<file path="config.mk">
export PLATFORM = sky130hd
export DESIGN_NAME = ddr3_init_seq
export DESIGN_NICKNAME = d
export VERILOG_FILES = /design/src/rtl/ddr3_init_seq.sv
export SDC_FILE = /design/constraint.sdc
export NUM_CORES = 1
export LEC_CHECK = 0
export CORE_UTILIZATION = 36
export DETAILED_ROUTE_END_ITERATION = 8
export PLACE_DENSITY = 0.66
export SYNTH_ARGS = -nofsm -noshare
export SYNTH_HDL_FRONTEND = slang
export SYNTH_SLANG_ARGS = --single-unit
</file>
<file path="constraint.sdc">
create_clock -name ck -period 2.75 [get_ports ck]
set_input_delay 0.55 -clock ck [delete_from_list [all_inputs] [get_ports ck]]
set_output_delay 0.55 -clock ck [all_outputs]
set_load 0.03 [all_outputs]
</file>
<file path="src/rtl/ddr3_init_seq.sv">
// ddr3_init_seq
// Power-up and initialisation sequencer for a DDR3 device. It steps through
// the RESET# hold, the CKE wait and tXPR. Then it loads MR2, MR3, MR1 and
// MR0, issues ZQCL, and raises init_done after tZQinit. At that point the
// bus belongs to the command scheduler.
//
// Ports
//   ck         clock; all state updates on posedge
//   rst_n      synchronous active-low reset
//   init_req   re-initialise request, honoured only once init_done is high
//   mem_rst_n  DDR3 RESET#
//   cke        DDR3 CKE
//   odt        DDR3 ODT, held low
//   cs_n, ras_n, cas_n, we_n   command bus
//   ba         bank address (mode register index during MRS)
//   addr       address / mode register value
//   init_done  high once the sequence has completed
module ddr3_init_seq #(
    parameter int                 BA_BITS   = 3,
    parameter int                 ADDR_BITS = 14,
    parameter int                 CNT_W     = 20,
    parameter int                 T_RESET   = 213220,
    parameter int                 T_CKE     = 533049,
    parameter int                 T_XPR     = 130,
    parameter int                 T_MRD     = 4,
    parameter int                 T_MOD     = 12,
    parameter int                 T_ZQINIT  = 512,
    parameter logic [ADDR_BITS-1:0] MR0     = '0,
    parameter logic [ADDR_BITS-1:0] MR1     = '0,
    parameter logic [ADDR_BITS-1:0] MR2     = '0,
    parameter logic [ADDR_BITS-1:0] MR3     = '0
) (
    input  logic                 ck,
    input  logic                 rst_n,
    input  logic                 init_req,
    output logic                 mem_rst_n,
    output logic                 cke,
    output logic                 odt,
    output logic                 cs_n,
    output logic                 ras_n,
    output logic                 cas_n,
    output logic                 we_n,
    output logic [BA_BITS-1:0]   ba,
    output logic [ADDR_BITS-1:0] addr,
    output logic                 init_done
);

    typedef enum logic [3:0] {
        RST_HOLD,
        CKE_WAIT,
        XPR_WAIT,
        MRS2,       // MR2 issued, waiting tMRD
        MRS3,       // MR3 issued, waiting tMRD
        MRS1,       // MR1 issued, waiting tMRD
        MOD_WAIT,   // MR0 issued, waiting tMOD
        ZQ_WAIT,
        DONE
    } state_t;

    localparam logic [3:0] CMD_DESEL = 4'b1111;
    localparam logic [3:0] CMD_NOP   = 4'b0111;
    localparam logic [3:0] CMD_MRS   = 4'b0000;
    localparam logic [3:0] CMD_ZQCL  = 4'b0110;

    // Counter reload values: a state lasting T cycles loads T-1 and leaves on
    // the edge where the count is already zero.
    localparam logic [CNT_W-1:0] LD_RESET = CNT_W'(T_RESET - 1);
    localparam logic [CNT_W-1:0] LD_CKE   = CNT_W'(T_CKE - 1);
    localparam logic [CNT_W-1:0] LD_XPR   = CNT_W'(T_XPR - 1);
    localparam logic [CNT_W-1:0] LD_MRD   = CNT_W'(T_MRD - 1);
    localparam logic [CNT_W-1:0] LD_MOD   = CNT_W'(T_MOD - 1);
    localparam logic [CNT_W-1:0] LD_ZQ    = CNT_W'(T_ZQINIT - 1);

    // ZQCL carries A10=1 (long calibration), everything else zero.
    localparam logic [ADDR_BITS-1:0] ZQCL_ADDR = ADDR_BITS'(1024);

    state_t               state, state_nx;
    logic [CNT_W-1:0]     cnt, cnt_nx;
    logic                 mem_rst_n_nx, cke_nx, init_done_nx;
    logic [3:0]           cmd_nx;
    logic [BA_BITS-1:0]   ba_nx;
    logic [ADDR_BITS-1:0] addr_nx;
    logic                 issue_mrs, issue_zq;
    logic [BA_BITS-1:0]   mrs_ba;
    logic [ADDR_BITS-1:0] mrs_val;
    logic                 cnt_zero;

    assign cnt_zero = (cnt == '0);

    always_ff @(posedge ck) begin
        if (!rst_n) begin
            // RST_HOLD starts with its own count already loaded.
            state     <= RST_HOLD;
            cnt       <= LD_RESET;
            mem_rst_n <= 1'b0;
            cke       <= 1'b0;
            odt       <= 1'b0;
            {cs_n, ras_n, cas_n, we_n} <= CMD_DESEL;
            ba        <= '0;
            addr      <= '0;
            init_done <= 1'b0;
        end else begin
            state     <= state_nx;
            cnt       <= cnt_nx;
            mem_rst_n <= mem_rst_n_nx;
            cke       <= cke_nx;
            odt       <= 1'b0;
            {cs_n, ras_n, cas_n, we_n} <= cmd_nx;
            ba        <= ba_nx;
            addr      <= addr_nx;
            init_done <= init_done_nx;
        end
    end

    // Commands are decided on the transition edge so that each one is on the
    // registered bus for exactly the first cycle of the following state.
    always_comb begin
        state_nx     = state;
        cnt_nx       = cnt_zero ? cnt : cnt - CNT_W'(1);
        mem_rst_n_nx = mem_rst_n;
        cke_nx       = cke;
        init_done_nx = init_done;
        issue_mrs    = 1'b0;
        issue_zq     = 1'b0;
        mrs_ba       = '0;
        mrs_val      = '0;
        cmd_nx       = CMD_DESEL;
        ba_nx        = '0;
        addr_nx      = '0;

        case (state)
            RST_HOLD: if (cnt_zero) begin
                state_nx     = CKE_WAIT;
                cnt_nx       = LD_CKE;
                mem_rst_n_nx = 1'b1;
            end
            CKE_WAIT: if (cnt_zero) begin
                state_nx = XPR_WAIT;
                cnt_nx   = LD_XPR;
                cke_nx   = 1'b1;
            end
            XPR_WAIT: if (cnt_zero) begin
                state_nx  = MRS2;
                cnt_nx    = LD_MRD;
                issue_mrs = 1'b1;
                mrs_ba    = BA_BITS'(2);
                mrs_val   = MR2;
            end
            MRS2: if (cnt_zero) begin
                state_nx  = MRS3;
                cnt_nx    = LD_MRD;
                issue_mrs = 1'b1;
                mrs_ba    = BA_BITS'(3);
                mrs_val   = MR3;
            end
            MRS3: if (cnt_zero) begin
                state_nx  = MRS1;
                cnt_nx    = LD_MRD;
                issue_mrs = 1'b1;
                mrs_ba    = BA_BITS'(1);
                mrs_val   = MR1;
            end
            MRS1: if (cnt_zero) begin
                state_nx  = MOD_WAIT;
                cnt_nx    = LD_MOD;
                issue_mrs = 1'b1;
                mrs_ba    = BA_BITS'(0);
                mrs_val   = MR0;
            end
            MOD_WAIT: if (cnt_zero) begin
                state_nx = ZQ_WAIT;
                cnt_nx   = LD_ZQ;
                issue_zq = 1'b1;
            end
            ZQ_WAIT: if (cnt_zero) begin
                state_nx     = DONE;
                init_done_nx = 1'b1;
            end
            DONE: if (init_req) begin
                // Same effect as a reset edge: the whole sequence replays.
                state_nx     = RST_HOLD;
                cnt_nx       = LD_RESET;
                mem_rst_n_nx = 1'b0;
                cke_nx       = 1'b0;
                init_done_nx = 1'b0;
            end
            default: begin
                state_nx     = RST_HOLD;
                cnt_nx       = LD_RESET;
                mem_rst_n_nx = 1'b0;
                cke_nx       = 1'b0;
                init_done_nx = 1'b0;
            end
        endcase

        // Idle bus is DESELECT until CKE is up, NOP afterwards.
        cmd_nx = cke_nx ? CMD_NOP : CMD_DESEL;
        if (issue_mrs) begin
            cmd_nx  = CMD_MRS;
            ba_nx   = mrs_ba;
            addr_nx = mrs_val;
        end
        if (issue_zq) begin
            cmd_nx  = CMD_ZQCL;
            addr_nx = ZQCL_ADDR;
        end
    end

endmodule

</file>
==> results by group <==
Clock network
  • Clock latency on the worst-skew pair: 0.28 ns
  • Clock tree from TritonCTS: built
  • Clock Pin Slew Worst Setup and Hold Paths: about 0.070 ns
  • Num CTS Buffers: 5
  • Buffer cell driving the clock tree root: sky130_fd_sc_hd__clkbuf_8
  • Maximum clock path buffer count: 2
  • Number of gates given a new drive strength after cts: 0
  • Post-CTS Hold Buffers: 0
  • Number of buffers inserted by post-CTS setup repair: 0
  • Max H-tree Level: 2
  • Sinks on Clock Net: 33

Worst setup path
  • Data arrival, critical path: 2.64 ns
  • Crit path buffers/inverters: 1
  • Worst setup SP type: flip-flop
  • Crit-path max cell delay: approximately 0.56 ns
  • Required time of the worst setup path: between 2 and 3 ns
  • Cell chain of the critical path: or4_4, nor3_4, and2_4, inv_6, ha_1, nor2_1, a2111oi_0, o21ai_0
  • Maximum fanout along the worst path: 17
  • Slowest cell on the critical path: sky130_fd_sc_hd__or4_4
  • Worst Setup End Kind: flip-flop
  • Category of the critical setup timing path: flip-flop to flip-flop
  • Kind of cell with the highest combined delay on the critical path: simple AND/OR/NAND/NOR gates

Layout
  • Most frequent standard cell in the layout excluding fill and tap cells: sky130_fd_sc_hd__dfxtp_1
  • Most frequent cells in the layout: sky130_fd_sc_hd__dfxtp_1, sky130_fd_sc_hd__nor2_1, sky130_fd_sc_hd__nand2_1, sky130_fd_sc_hd__nor3_1, sky130_fd_sc_hd__conb_1
  • Antenna Cells: 0
  • Footprint of the multi-input gates: 1050 µm²
  • Final-stage net count: between 200 and 250
  • Proportion of layout cells with a drive suffix above 1: 0.105
  • FF/Latch Area: between 600 and 700 µm²
  • Signed area change from the synthesized netlist to the final layout: 11.6%
  • Fillcell total: ~500

Flow run
  • Maximum capacitance violations: 0

Place
  • PortBufs: 12
  • Worst slack after detailed placement: ~0.27 ns
  • Final weighted congestion in routability-driven placement: roughly 0.88
  • Sum of net half-perimeters after detailed placement: between 3 and 4 mm

Floorplan
  • Core footprint: 4850 µm²
  • Initial cell density of the core: 0.384
  • Io pins: 28
  • Die X: approximately 74 µm
  • Die outline area: 5470 µm²
  • Total number of placement rows: 25
  • Floorplan die height: roughly 74 µm

Global route
  • GRT Resource Usage Total: 0.167
  • Number of global-route vias before repair: around 1.4k
  • Antenna violations before repair: 0
  • Maximum number of pins on one net before global-route repair: 19
  • GRT Residual Overflow: 0
  • Wire length of the first global-routing pass: just under 7 mm

Min path
  • Class of the most critical hold timing path: flip-flop to flip-flop

Timing
  • Fin Setup TNS: 0 ns
  • Final worst clock skew: about 0.0086 ns
  • Maximum clock rate: 403 MHz
  • Final worst path period need: ~2.5 ns
  • Final setup violation count: 0
  • Slew at the pin closest to its max-slew limit: 0.856 ns
  • Fraction of the cycle the final worst path needs: 0.902
  • RSZ-0062 raised after global routing: no
  • PnR worst setup slack: ~0.27 ns
  • Slew Limit Fails: 0
  • Number of hold violations in the final report: 0
  • Worst rel slew slack: 0.425

Logic synthesis
  • Syn Area/Cell: 8.24 µm²
  • Cell Area, Synth: around 1900 µm²
  • Warnings, synthesis: 0
  • Fraction of synthesized cell area taken by the top area cell type: 0.355
  • FF+latch count, synth: 33
  • Post-synth top flop: sky130_fd_sc_hd__dfxtp_1
  • Count of unique library cells instantiated by Yosys: 52
  • Number of synthesized flops with an enable pin: 0
  • Instance count of the mapped netlist: 226
  • Top post-synthesis cells by area: sky130_fd_sc_hd__dfxtp_1, sky130_fd_sc_hd__buf_4, sky130_fd_sc_hd__nor2_1, sky130_fd_sc_hd__nand2_1, sky130_fd_sc_hd__xor2_1
  • Yosys top cell by area: sky130_fd_sc_hd__dfxtp_1
  • Fraction of registers with async set/reset: 0
  • Proportion of synthesized chip area in sequential cells: 0.355

Route
  • Vias post-DR: 1581
  • # DRC: 0
  • Initial drt markers: 136
  • Final Routed Wirelength: just over 4 mm
  • Antenna Nets Post-Route: 0
  • Drt first pass iters: 4
  • Average vias per placed instance: 5.17
  • Per-cell routed wire length: approximately 14 µm

Pwr
  • Total power per unit cell area: ~440 nW/µm²
  • Leakage power: ~0.8 nW
  • Worst voltage drop across the vdd grid: 0.303 mV

Outcome
  • Status: completed
## worst register-to-register path, stage by stage, from the launching register on
cell and delay (ns):
sky130_fd_sc_hd__dfxtp_1 0.35, sky130_fd_sc_hd__or4_4 0.56, sky130_fd_sc_hd__nor3_4 0.30, sky130_fd_sc_hd__and2_4 0.29, sky130_fd_sc_hd__inv_6 0.09, sky130_fd_sc_hd__ha_1 0.30
sky130_fd_sc_hd__nor2_1 0.04, sky130_fd_sc_hd__a2111oi_0 0.30, sky130_fd_sc_hd__o21ai_0 0.13
## area by class of cell
class                      count  area share
tap                           67      0.0403
multi-input combinational    174       0.504
sequential                    33       0.318
timing repair buffer          20      0.0867
clock inverter                 3     0.00843
inverter                       4     0.00963
clock buffer                   5      0.0331
## path summary, 6_finish.rpt
path	from	end	slack [ns]	cells after the start
worst max-delay path	cnt[16]	cnt[0]	0.27	8
worst min-delay path	init_done	init_done	0.45	2
worst max register to register	cnt[16]	cnt[0]	0.27	8
worst min register to register	init_done	init_done	0.45	2
## state kept, by name, summed over array words and instances (netlist names)
name,count
state,4
we_n,1
ras_n,1
ba,2
mem_rst_n,1
cke,1
cnt,20
addr,1
cs_n,1
init_done,1
## Yosys cell counts (all sizes together) (4+ instances only)
cell type and number:
buf 19, nand3 6, a21oi 8, nand2b 4, xor2 9, xnor2 5, clkbuf 10, inv 4
o21ai 9, or3 6, nand2 22, and3 5, nor3 16, nor2 23, dfxtp 33
## per-layer routing
layer  track usage  share of wire  vias to the layer above
met5             0              0                        -
met4        0.0577          0.015                        0
met3        0.0285          0.047                        6
met2         0.243           0.45                       51
met1         0.247           0.49                      732
li1              -              -                      792
## per-stage QoR
stage	hold slack, ns	instances	power [mW]	util	cell area, µm²
after global routing	0.485	306	0.946	0.429	2080
final	0.451	306	0.912	0.429	2080
after CTS	0.454	306	0.920	0.429	2080
after floorplan	0.449	240	0.569	-	1920
after detailed placement	0.445	298	0.567	0.411	1990
after global placement	0.443	298	0.567	0.411	1990
## cells by family after synthesis
kind of cell / Yosys count / synth area share
other: 1 / 0.00201
buffers and inverters: 33 / 0.111
flip-flops: 33 / 0.355
AND/OR/NAND/NOR: 97 / 0.274
multiplexers: 4 / 0.0222
XOR/XNOR: 14 / 0.0658
adder cells (fa/ha/maj): 3 / 0.0201
AO/OA/AOI/OAI: 41 / 0.150
## power breakdown
part	leakage (nW)	switching [mW]	total, mW	internal (mW)
clock	0.0439	0.181	0.355	0.174
combinational	0.508	0.0507	0.0681	0.0174
sequential	0.267	0.00532	0.489	0.484
total	0.819	0.237	0.912	0.675
(Power assumes the default switching activity.)
